<file path="config.mk">
export PLATFORM = sky130hd
export DESIGN_NAME = pmi_clkgen_multi_flat
export DESIGN_NICKNAME = d
export VERILOG_FILES = /design/src/rtl/pmi_clkgen_pkg.sv /design/src/rtl/pmi_clkgen_multi_if.sv /design/src/rtl/pmi_clkgen_multi_ch.sv /design/src/rtl/pmi_clkgen_multi.sv /design/src/flat_wrapper.sv
export SDC_FILE = /design/constraint.sdc
export NUM_CORES = 1
export LEC_CHECK = 0
export ABC_CLOCK_PERIOD_IN_PS = 6500
export CAP_MARGIN = 20
export CORE_MARGIN = 8
export CORE_UTILIZATION = 55
export CTS_BUF_LIST = sky130_fd_sc_hd__clkbuf_16
export CTS_CLUSTER_DIAMETER = 80
export CTS_CLUSTER_SIZE = 28
export DETAILED_ROUTE_END_ITERATION = 7
export PLACE_DENSITY = 0.8
export SYNTH_ARGS = -nofsm -noshare
export SYNTH_HDL_FRONTEND = slang
export SYNTH_SLANG_ARGS = --single-unit
</file>
<file path="constraint.sdc">
create_clock -name CLKI -period 6.5 [get_ports CLKI]
set_clock_uncertainty 0.1 [all_clocks]
set_input_delay 1.625 -clock CLKI [delete_from_list [all_inputs] [get_ports CLKI]]
set_output_delay 1.625 -clock CLKI [all_outputs]
set_load 0.01 [all_outputs]
</file>
<file path="src/rtl/pmi_clkgen_pkg.sv">
// Shared types for the multi-channel clock generator: FSM states, channel
// config record and the counter start-value helper.
package pmi_clkgen_pkg;

  // Internal config field width; DIV_W-wide port values are zero-extended into it
  localparam int CFG_W = 16;

  typedef logic [CFG_W-1:0] cval_t;

  typedef enum logic [1:0] {RST_S, ALIGN_S, WAIT_S, LOCKED_S} fsm_e;

  typedef struct packed {
    cval_t div;
    cval_t high;
    cval_t phase;
  } ch_cfg_t;

  // (div - phase) mod div, relying on the write check keeping phase < div
  function automatic cval_t start_val(cval_t div, cval_t phase);
    if (div == '0 || phase == '0 || phase >= div) return '0;
    return div - phase;
  endfunction

endpackage

</file>
<file path="src/rtl/pmi_clkgen_multi_if.sv">
// Configuration write port of pmi_clkgen_multi: request fields plus ack/err pulses.
interface pmi_clkgen_multi_if #(
  parameter int NUM_CH = 4,
  parameter int DIV_W  = 8
);
  localparam int CH_W = (NUM_CH > 1) ? $clog2(NUM_CH) : 1;

  logic             CFG_WE;
  logic [CH_W-1:0]  CFG_CH;
  logic [DIV_W-1:0] CFG_DIV;
  logic [DIV_W-1:0] CFG_HIGH;
  logic [DIV_W-1:0] CFG_PHASE;
  logic             CFG_ACK;
  logic             CFG_ERR;

  modport master (output CFG_WE, CFG_CH, CFG_DIV, CFG_HIGH, CFG_PHASE,
                  input  CFG_ACK, CFG_ERR);
  modport slave  (input  CFG_WE, CFG_CH, CFG_DIV, CFG_HIGH, CFG_PHASE,
                  output CFG_ACK, CFG_ERR);
endinterface

</file>
<file path="src/rtl/pmi_clkgen_multi_ch.sv">
// One output channel: shadow config, free-running period counter and
// registered CLKO / CLKO_CE.
module pmi_clkgen_ch
  import pmi_clkgen_pkg::*;
#(
  parameter int DIV_INIT  = 2,
  parameter int HIGH_INIT = 1
) (
  input  logic    clk,
  input  logic    rstn,
  input  logic    wr,
  input  ch_cfg_t cfg_in,
  input  logic    load,
  input  logic    run,
  input  logic    en,
  output logic    clko,
  output logic    clko_ce
);

  ch_cfg_t sh;
  cval_t   cnt;
  logic    wrap;

  assign wrap = (sh.div == '0) || (cnt >= sh.div - cval_t'(1));

  always_ff @(posedge clk) begin
    if (!rstn) begin
      sh      <= '{div: CFG_W'(DIV_INIT), high: CFG_W'(HIGH_INIT), phase: '0};
      cnt     <= '0;
      clko    <= 1'b0;
      clko_ce <= 1'b0;
    end else begin
      if (wr) sh <= cfg_in;
      if (load)     cnt <= start_val(sh.div, sh.phase);
      else if (run) cnt <= wrap ? '0 : cnt + cval_t'(1);
      // Outputs only follow the counter while it runs; held low during align
      clko    <= run && en && (sh.div != '0) && (cnt < sh.high);
      clko_ce <= run && en && (sh.div != '0) && (cnt == '0);
    end
  end

endmodule

</file>
<file path="src/rtl/pmi_clkgen_multi.sv">
// Multi-channel divided clock / clock-enable generator: config write check,
// global align/lock FSM and NUM_CH channel instances.
module pmi_clkgen_multi
  import pmi_clkgen_pkg::*;
#(
  parameter int NUM_CH      = 4,
  parameter int DIV_W       = 8,
  parameter int DIV_INIT    = 2,
  parameter int HIGH_INIT   = 1,
  parameter int LOCK_CYCLES = 16
) (
  input  logic                CLKI,
  input  logic                RESETN,
  pmi_clkgen_multi_if.slave   cfg,
  input  logic                ALIGN,
  input  logic [NUM_CH-1:0]   CH_EN,
  output logic [NUM_CH-1:0]   CLKO,
  output logic [NUM_CH-1:0]   CLKO_CE,
  output logic                LOCK
);

  localparam int LC_W = (LOCK_CYCLES > 1) ? $clog2(LOCK_CYCLES) : 1;

  fsm_e            state, state_nxt;
  logic [LC_W-1:0] lock_cnt;
  logic            ack_q, err_q;
  logic            ch_ok, phase_ok, wr_ok, wr_bad;
  logic            load, run;
  ch_cfg_t         wcfg;

  assign ch_ok    = 32'(cfg.CFG_CH) < NUM_CH;
  assign phase_ok = (cfg.CFG_DIV == '0) || (cfg.CFG_PHASE < cfg.CFG_DIV);
  assign wr_ok    = cfg.CFG_WE && ch_ok && phase_ok;
  assign wr_bad   = cfg.CFG_WE && !wr_ok;

  assign wcfg = '{div:   CFG_W'(cfg.CFG_DIV),
                  high:  CFG_W'(cfg.CFG_HIGH),
                  phase: CFG_W'(cfg.CFG_PHASE)};

  always_ff @(posedge CLKI) begin
    if (!RESETN) begin
      state    <= RST_S;
      lock_cnt <= '0;
      ack_q    <= 1'b0;
      err_q    <= 1'b0;
    end else begin
      state <= state_nxt;
      ack_q <= wr_ok;
      err_q <= wr_bad;
      if (state == ALIGN_S)     lock_cnt <= '0;
      else if (state == WAIT_S) lock_cnt <= lock_cnt + 1'b1;
    end
  end

  always_comb begin
    state_nxt = state;
    case (state)
      RST_S:    state_nxt = ALIGN_S;
      ALIGN_S:  state_nxt = WAIT_S;
      WAIT_S:   if (lock_cnt == LC_W'(LOCK_CYCLES - 1)) state_nxt = LOCKED_S;
      LOCKED_S: state_nxt = LOCKED_S;
      default:  state_nxt = RST_S;
    endcase
    // Any accepted write or explicit ALIGN restarts the whole alignment
    if (state != RST_S && (wr_ok || ALIGN)) state_nxt = ALIGN_S;
  end

  assign load        = (state == ALIGN_S);
  assign run         = (state == WAIT_S) || (state == LOCKED_S);
  assign LOCK        = (state == LOCKED_S);
  assign cfg.CFG_ACK = ack_q;
  assign cfg.CFG_ERR = err_q;

  for (genvar i = 0; i < NUM_CH; i++) begin : g_ch
    pmi_clkgen_ch #(
      .DIV_INIT  (DIV_INIT),
      .HIGH_INIT (HIGH_INIT)
    ) u_ch (
      .clk     (CLKI),
      .rstn    (RESETN),
      .wr      (wr_ok && (32'(cfg.CFG_CH) == 32'(i))),
      .cfg_in  (wcfg),
      .load    (load),
      .run     (run),
      .en      (CH_EN[i]),
      .clko    (CLKO[i]),
      .clko_ce (CLKO_CE[i])
    );
  end

endmodule
</file>
<file path="src/flat_wrapper.sv">
// flat-port wrapper written by rule: the top's interface ports become plain ports
module pmi_clkgen_multi_flat import pmi_clkgen_pkg::*;
#(
  parameter int NUM_CH      = 4,
  parameter int DIV_W       = 8,
  parameter int DIV_INIT    = 2,
  parameter int HIGH_INIT   = 1,
  parameter int LOCK_CYCLES = 16
)
  (CLKI, RESETN, ALIGN, CH_EN, CLKO, CLKO_CE, LOCK, cfg_CFG_WE, cfg_CFG_CH, cfg_CFG_DIV, cfg_CFG_HIGH, cfg_CFG_PHASE, cfg_CFG_ACK, cfg_CFG_ERR);
  pmi_clkgen_multi_if #(.NUM_CH(NUM_CH), .DIV_W(DIV_W)) cfg_i ();
  input  logic CLKI;
  input  logic RESETN;
  input  logic ALIGN;
  input  logic [NUM_CH-1:0] CH_EN;
  output logic [NUM_CH-1:0] CLKO;
  output logic [NUM_CH-1:0] CLKO_CE;
  output logic LOCK;
  input wire logic [$bits(cfg_i.CFG_WE)-1:0] cfg_CFG_WE;
  input wire logic [$bits(cfg_i.CFG_CH)-1:0] cfg_CFG_CH;
  input wire logic [$bits(cfg_i.CFG_DIV)-1:0] cfg_CFG_DIV;
  input wire logic [$bits(cfg_i.CFG_HIGH)-1:0] cfg_CFG_HIGH;
  input wire logic [$bits(cfg_i.CFG_PHASE)-1:0] cfg_CFG_PHASE;
  output wire logic [$bits(cfg_i.CFG_ACK)-1:0] cfg_CFG_ACK;
  output wire logic [$bits(cfg_i.CFG_ERR)-1:0] cfg_CFG_ERR;
  assign cfg_i.CFG_WE = cfg_CFG_WE;
  assign cfg_i.CFG_CH = cfg_CFG_CH;
  assign cfg_i.CFG_DIV = cfg_CFG_DIV;
  assign cfg_i.CFG_HIGH = cfg_CFG_HIGH;
  assign cfg_i.CFG_PHASE = cfg_CFG_PHASE;
  assign cfg_CFG_ACK = cfg_i.CFG_ACK;
  assign cfg_CFG_ERR = cfg_i.CFG_ERR;
  pmi_clkgen_multi #(.NUM_CH(NUM_CH), .DIV_W(DIV_W), .DIV_INIT(DIV_INIT), .HIGH_INIT(HIGH_INIT), .LOCK_CYCLES(LOCK_CYCLES)) u_core (.CLKI(CLKI), .RESETN(RESETN), .cfg(cfg_i), .ALIGN(ALIGN), .CH_EN(CH_EN), .CLKO(CLKO), .CLKO_CE(CLKO_CE), .LOCK(LOCK));
endmodule
</file>
==> run summary, run 1 <==
The flow ran to the end, and the final reports show no timing, DRC or antenna violations. The count of placed standard cells in the final layout, fillers left out was 1892; the data arrival at the endpoint of the critical path was 4.95 ns. For the post-synthesis net count, the log shows 1790. The worst max-slew margin expressed relative to the limit was 29.6%; the number of antenna-violating nets in the routed design was 0. The clock drives 176 sinks.

The logs give 11.5k for the via count of the first global-routing pass and 1862 for the number of placed instances, taps included. The routed wire length came out at 35.7 mm. The measured slew at the worst slew-check pin was 1.05 ns; the maximum number of pins on one net before global-route repair was 98.

Max-cap violations in this run came to 0. The area growth from synthesis to final layout works out to 8.39%. Setup repair after global routing left no endpoint under its margin. The worst setup path is launched from a primary input.

After detailed placement, the total cell area comes to 0.0131 mm². 45 I/O pins were placed. In this run the clock root is driven by a sky130_fd_sc_hd__clkbuf_16. Leaving out fill and tap cells, the most frequent cells in the layout are 176 x sky130_fd_sc_hd__dfxtp_1, 162 x sky130_fd_sc_hd__a21oi_1, 148 x sky130_fd_sc_hd__nand3_1, 148 x sky130_fd_sc_hd__ha_1, 139 x sky130_fd_sc_hd__o21ai_0.

The run gives 0 as the number of antenna violations at the first check in global routing. The hold violation total from the final report was 0. The synthesized instance count came out at 1604. For the overall overflow remaining after global route, the log shows 0.

For the Yosys warning count, the log shows 0. At the end of the flow the core is filled with cells to 60.5%. Setup violations remaining at the end of the flow were counted as 0. The insertion delay of the later-clocked pin in the worst-skew pair was 0.45 ns.

The tools report the number of antenna diodes as 0. Per-cell via count in the routed design: 6.51. The worst register-to-register path has a depth of 9. Row generation in the floorplan step produced 55 rows. Post-CTS timing repair inserted 0 buffers for setup.

Adding up every negative setup slack in the final design gives 0 ns. OpenSTA, run right after detailed placement, puts the worst setup slack at 1.48 ns. Across every metal layer, demand over resource in global routing totals 24.7%.

The detailed-routing iteration count for the pre-antenna-repair pass is 6, and the height of the chip is 168 µm. For the routed via count, the log shows 12.3k. The worst hold path was traced through 2 stages. Buffers placed on the I/O ports in this run total 44. The die covers 0.0281 mm².

The category of the most critical setup path was in2reg. After floorplanning, the core was sized to cover 0.0226 mm². After legalization and detailed placement, the total HPWL measured 25.1 mm.

Worst vdd rail ir drop: 0.163 mV. After filler insertion, the fill cell instance count of the layout stands at 1992. The maximum clock frequency was 0.213 GHz. Kind of end point of the critical path: a flip-flop. For this design the static power due to leakage is 5.08 nW. The number of resized instances in the post-cts repair step was 0. The post-route clock period utilization is 72.1%.

The share of synthesized registers carrying an async set or reset is 0%, and the power consumption is 2.79 mW. The final layout contains 1782 nets. STA puts the critical path data required time at 6.77 ns. Buffers inserted to repair hold after CTS numbered 0. The cell area that synthesis handed to floorplanning was 0.0126 mm². The worst hold path class is reg2reg. The initial core utilization is 55.9%, and the wire length of the first global-routing pass is 57.9 mm. The run gives 0 as the post-detailed-route DRC marker count. The number of slew-limit violations in the final report is 0. The power per cell area is 203 mW/mm².

TritonCTS built the clock tree. The floorplan die width is 168 µm, and the placer congestion estimate is 0.939. The fraction of final layout cells with drive strength greater than 1 is 4.85%, and the total of flip-flops plus latches after synthesis is 176.

The worst hold slack was 0.379 ns; the fraction of the yosys area taken by sequential cells was 27.9%. The per-cell routed wire length was 18.9 µm; the H-tree depth was 4. In this run, CTS created clock tree buffers numbering 17.

The library cell used most frequently in the layout, excluding fill and tap cells, is sky130_fd_sc_hd__dfxtp_1. The register clock-pin slew on the reported worst setup and hold paths is 0.07 ns, and the highest fanout seen on the critical path is 28. The run gives 0.0137 mm² as the summed area of non-filler cells in the final layout. The worst path in the final design needs a cycle of 4.69 ns, including I/O delays and setup.

Synthesis instantiated 75 different standard cells from the library. In this run the mean area of a mapped cell was 7.88 µm². In the synthesized netlist the dominant register cell turns out to be sky130_fd_sc_hd__dfxtp_1. The tools report the worst-case clock buffer depth as 2.

The smallest setup slack after layout was 1.81 ns; the count of flip-flops with a built-in enable after synthesis was 0. The tools report the number of DRC markers after the initial detailed-route iteration as 1261.
-- synthesized netlist by cell type, types with 10 or more instances --
cell type / n / share of area, %
sky130_fd_sc_hd__a22oi_1: 15 / 0.89
sky130_fd_sc_hd__o21ai_0: 139 / 5.5
sky130_fd_sc_hd__nor4_1: 29 / 1.4
sky130_fd_sc_hd__ha_1: 148 / 15
sky130_fd_sc_hd__a31oi_1: 23 / 1.1
sky130_fd_sc_hd__xnor2_1: 33 / 2.3
sky130_fd_sc_hd__nor3_1: 42 / 1.7
sky130_fd_sc_hd__dfxtp_1: 176 / 28
sky130_fd_sc_hd__o21a_1: 19 / 1.1
sky130_fd_sc_hd__nand3_1: 148 / 5.9
sky130_fd_sc_hd__o311ai_0: 10 / 0.69
sky130_fd_sc_hd__nand4_1: 32 / 1.6
sky130_fd_sc_hd__and3_1: 18 / 0.89
sky130_fd_sc_hd__nand2b_1: 12 / 0.59
sky130_fd_sc_hd__nor4b_1: 10 / 0.69
sky130_fd_sc_hd__clkbuf_1: 62 / 1.8
sky130_fd_sc_hd__inv_1: 108 / 3.2
sky130_fd_sc_hd__a21oi_1: 162 / 6.4
sky130_fd_sc_hd__a21o_1: 29 / 1.7
sky130_fd_sc_hd__nor2b_1: 10 / 0.49
sky130_fd_sc_hd__xor2_1: 18 / 1.2
sky130_fd_sc_hd__a211oi_1: 12 / 0.71
sky130_fd_sc_hd__nand2_1: 100 / 3.0
sky130_fd_sc_hd__and2_1: 13 / 0.64
sky130_fd_sc_hd__nor2_1: 74 / 2.2
sky130_fd_sc_hd__o31a_1: 13 / 0.90
-- cell type report --
type,count,area (µm²),share of cell area (%)
repair buffers,57,528,3.85
clock inverters,13,141,1.03
flip-flops and latches,176,3520,25.7
clock buffers,17,425,3.10
well taps,285,357,2.60
multi-input cells,1235,8320,60.7
inverters,109,412,3.00
-- layer usage --
layer  wire, µm  up-vias  global-route usage (%)
li1           -     5914                       -
met1      15800     5792                    32.9
met2      16400      526                    39.5
met3       2680       81                    3.79
met4        869        0                    9.86
met5          0        -                       0
-- kinds of logic (layout without fill, tap and decap cells) --
logic type / after synthesis / in the layout / share of synthesized area (%)
AOI/OAI and AO/OA: 503 / 503 / 25.1
xor gates and xnor gates: 51 / 51 / 3.53
adders and majority gates: 152 / 152 / 15.3
buffers and inverters: 193 / 196 / 6.54
DFF: 176 / 176 / 27.9
muxes: 2 / 2 / 0.178
and+or+nand+nor: 527 / 527 / 21.5
-- critical path, cell delays in order --
cell and delay [ns]:
sky130_fd_sc_hd__clkdlybuf4s50_1 0.62, sky130_fd_sc_hd__inv_1 0.09, sky130_fd_sc_hd__ha_1 0.30, sky130_fd_sc_hd__a21o_1 0.18, sky130_fd_sc_hd__a221o_1 0.35, sky130_fd_sc_hd__and2_4 0.19, sky130_fd_sc_hd__a2111oi_4 0.87, sky130_fd_sc_hd__buf_4 0.43
sky130_fd_sc_hd__nand3_1 0.12, sky130_fd_sc_hd__a21oi_1 0.16
-- sequential cells by signal, indices dropped and copies added (netlist names) --
register	cells
u_core.g_ch.u_ch.clko_ce	4
u_core.g_ch.u_ch.cnt	64
u_core.state	2
u_core.cfg.CFG_ERR	1
u_core.g_ch.u_ch.sh	96
u_core.g_ch.u_ch.clko	4
u_core.lock_cnt	4
u_core.cfg.CFG_ACK	1
-- worst paths after layout --
path / from / endpoint / slack, ns
max: cfg_CFG_DIV[6] / u_core.g_ch[0].u_ch.sh[1] / 1.81
min: u_core.g_ch[1].u_ch.sh[20] / u_core.g_ch[1].u_ch.sh[20] / 0.38
max reg2reg: u_core.g_ch[1].u_ch.sh[39] / u_core.g_ch[1].u_ch.cnt[5] / 2.53
min reg2reg: u_core.g_ch[1].u_ch.sh[20] / u_core.g_ch[1].u_ch.sh[20] / 0.38
-- where the power goes --
part	switching [mW]	internal (mW)
clock network	0.458	0.564
registers	0.0498	1.11
logic	0.365	0.237
total	0.874	1.91
(Power assumes the default switching activity.)
==> inputs of run 2 (changes only) <==
Settings changed: ABC_CLOCK_PERIOD_IN_PS 6500 to 4800.
Clock period 6.5 ns to 4.8 ns, I/O delays scaled along.
==> run 2 against run 1 <==
Die area did not move. Critical path type is now reg2reg. Combinational power rose by 36%. Largest cell class unchanged. Clock power rose by 30%.
==> run summary, run 2 (synthesis gave the netlist of run 1 again) <==
Fraction of final layout cells with drive strength greater than 1: 5.25% (+0.40 points). The tools report the worst vdd rail ir drop as 0.239 mV (+46%). Sequential cell fraction of total power: 42.2% (+0.5 points).

The final setup violation count came out at 0 (unchanged). The logs give 0.724 ns (-0.758 ns) for the pre-CTS setup slack and 1791 (+0.51%) for the final net count. The smallest setup slack after layout is 0.946 ns (-0.868 ns).

The number of resized instances in the post-cts repair step was 0 (unchanged). The run gives 0.44 ns (about the same) as the insertion delay of the later-clocked pin in the worst-skew pair. The placer congestion estimate was 0.901 (-4.1%). The number of DRC markers after the initial detailed-route iteration was 1115 (-12%); the floorplan die width was 168 µm (unchanged). The worst hold path belongs to the class reg2reg. The logs give 22.1% (+0.5 points) for the portion of total power attributed to combinational logic and 97 (-1.0%) for the maximum number of pins on one net before global-route repair.

Number of antenna-violating nets in the routed design: 0 (unchanged). Setup repair after global routing left no endpoint under its margin. TritonCTS built the clock tree. Ranked by flip-flop count, first place goes to u_core.g_ch.u_ch.sh. The leakage power total came out at 5.14 nW (+1.2%). The number of antenna diodes was 0 (unchanged). The number of buffers created by CTS was 17 (unchanged); the core box area was 0.0226 mm² (unchanged). H-tree depth: 4 (unchanged). From synthesis to final layout, the design area changed by 8.93%. The area of the die is 0.0281 mm² (unchanged). The run gives 5.05 ns (-1.72 ns) as the required time reported for the critical path endpoint.

The most common cell after layout, fill and taps aside was sky130_fd_sc_hd__dfxtp_1. For the number of antenna violations at the first check in global routing, the log shows 0 (unchanged). The overall global routing resource usage was 24.5% (-0.24 points); the maximum clock frequency was 0.260 GHz.

The worst-case clock buffer depth was 2 (unchanged); the I/O pin count was 45 (unchanged). The tools report the proportion of power drawn by the clock network as 35.7% (-1.0 points). For the number of filler cells placed in the layout, the log shows 1962 (-1.5%).

The placement row count was 55 (unchanged); the number of slew-limit violations in the final report was 0 (unchanged). The tools report the number of post-CTS setup repair buffers as 0 (unchanged). Routed wire length: 35.2 mm (-1.4%). The height of the chip was 168 µm (unchanged). Clock tree root driver cell: sky130_fd_sc_hd__clkbuf_16.

The power spent charging and discharging nets was 1.18 mW (+35%); the per-cell routed wire length was 18.5 µm (-1.9%). The detailed-placement wirelength estimate was 25.1 mm (about the same). The setup slack of the most critical reg-to-reg path came out at 0.95 ns (-1.58 ns). The largest registers in the layout are u_core.g_ch.u_ch.sh x96, u_core.g_ch.u_ch.cnt x64. The logs give 4.11 ns (-0.84 ns) for the data arrival at the endpoint of the critical path and 5 (-1) for the detailed-routing iteration count for the pre-antenna-repair pass. The initial core utilization was 55.9% (unchanged). The overall overflow remaining after global route was 0 (unchanged); the wire length of the first global-routing pass was 57.2 mm (-1.1%). Kind of end point of the critical path: a flip-flop. The via count of the first global-routing pass is 11.4k (-0.70%), and the summed negative setup slack over all endpoints is 0 ns (unchanged). STA classifies the critical path startpoint as a flip-flop.

The switching share of total power is 31.6% (+0.23 points), and the number of hold buffers added after cts is 0 (unchanged). The setup path with the least slack is of type reg2reg. For the post-detailed-route DRC marker count, the log shows 0 (unchanged).

The worst max-slew margin expressed relative to the limit was 28.2% (-1.5 points). The run gives 176 (unchanged) as the number of clock sinks. The register clock-pin slew on the reported worst setup and hold paths is 0.07 ns (about the same). The number of max-cap violations came out at 0 (unchanged). The power per cell area is 270 mW/mm² (+33%), and the number of flip-flops in the largest register is 96 (unchanged). Per-cell via count in the routed design: 6.49 (-0.26%). The hold violation total from the final report was 0 (unchanged). The measured slew at the worst slew-check pin was 1.07 ns (+0.0216 ns); the final critical-path required period was 3.85 ns. The internal cell power is 2.55 mW (+33%).

The tools report the routed via count as 12.4k (+0.32%). Highest fanout seen on the critical path: 14 (-50%). The worst path uses 80.3% of the clock period. The number of buffers inserted by port buffering was 44 (unchanged).

The run finished with clean final reports. In the layout the commonest cells are 176 x sky130_fd_sc_hd__dfxtp_1, 162 x sky130_fd_sc_hd__a21oi_1, 148 x sky130_fd_sc_hd__nand3_1, 148 x sky130_fd_sc_hd__ha_1, 139 x sky130_fd_sc_hd__o21ai_0.
==> run 2: cell count changes in the layout (fill, tap and decap cells not counted), sizes merged <==
| cell | change |
|---|---|
| inv | +4 |
| bufinv | -1 |
| clkinvlp | -1 |
| buf | +9 |
==> run 2: path summary, 6_finish.rpt <==
path                                                 start                         end  cells after the start
worst max register to register  u_core.g_ch[1].u_ch.sh[36]  u_core.g_ch[1].u_ch.cnt[5]                      9
worst max-delay path            u_core.g_ch[1].u_ch.sh[36]  u_core.g_ch[1].u_ch.cnt[5]                      9
worst min-delay path            u_core.g_ch[2].u_ch.sh[19]  u_core.g_ch[2].u_ch.sh[19]                      2
worst min register to register  u_core.g_ch[2].u_ch.sh[19]  u_core.g_ch[2].u_ch.sh[19]                      2
==> run 2: area by class of cell <==
cell class              instances  area, µm²  share of cell area [%]
clock buffers                  17        425                    3.09
clock inverters                15        123                   0.890
inverters                     109        412                    2.99
multi-input cells            1235       8320                    60.4
flip-flops and latches        176       3520                    25.6
well taps                     285        357                    2.59
repair buffers                 66        621                    4.50
==> run 2: metal layers <==
metal	global-route usage (%)	vias up	share of wire, %
met5	0	-	0
met3	4.23	70	7.9
met1	32.5	5832	44
met2	39.1	517	46
met4	9.24	0	2.5
li1	-	5934	-
==> run 2: power groups by stage <==
stage	clock network, mW	registers (mW)	logic, mW
CTS	1.34	1.57	0.809
global placement	0	1.60	0.780
global route	1.40	1.58	0.912
floorplan	0	1.58	0.599
detailed placement	0	1.60	0.803
finish	1.33	1.57	0.821
==> run 2: through the flow <==
stage | power [mW] | std cells | hold WS [ns] | utilization (%) | area [µm²]
after floorplan | 2.18 | 1604 | 0.354 | - | 12600
after global placement | 2.38 | 1870 | 0.362 | 58.3 | 13200
after detailed placement | 2.41 | 1871 | 0.369 | 58.4 | 13200
after CTS | 3.72 | 1903 | 0.378 | 60.9 | 13800
after global routing | 3.89 | 1903 | 0.405 | 60.9 | 13800
final | 3.72 | 1903 | 0.380 | 60.9 | 13800
==> run 2: worst max-delay path: stages, from the launching register on <==
cell	delay, ns
sky130_fd_sc_hd__dfxtp_1	0.39
sky130_fd_sc_hd__nor4_1	0.46
sky130_fd_sc_hd__nand3_1	0.37
sky130_fd_sc_hd__ha_1	0.41
sky130_fd_sc_hd__a211o_1	0.27
sky130_fd_sc_hd__a32o_1	0.23
sky130_fd_sc_hd__a2111oi_4	0.46
sky130_fd_sc_hd__and2_0	0.65
sky130_fd_sc_hd__a32oi_1	0.26
sky130_fd_sc_hd__o22ai_1	0.17
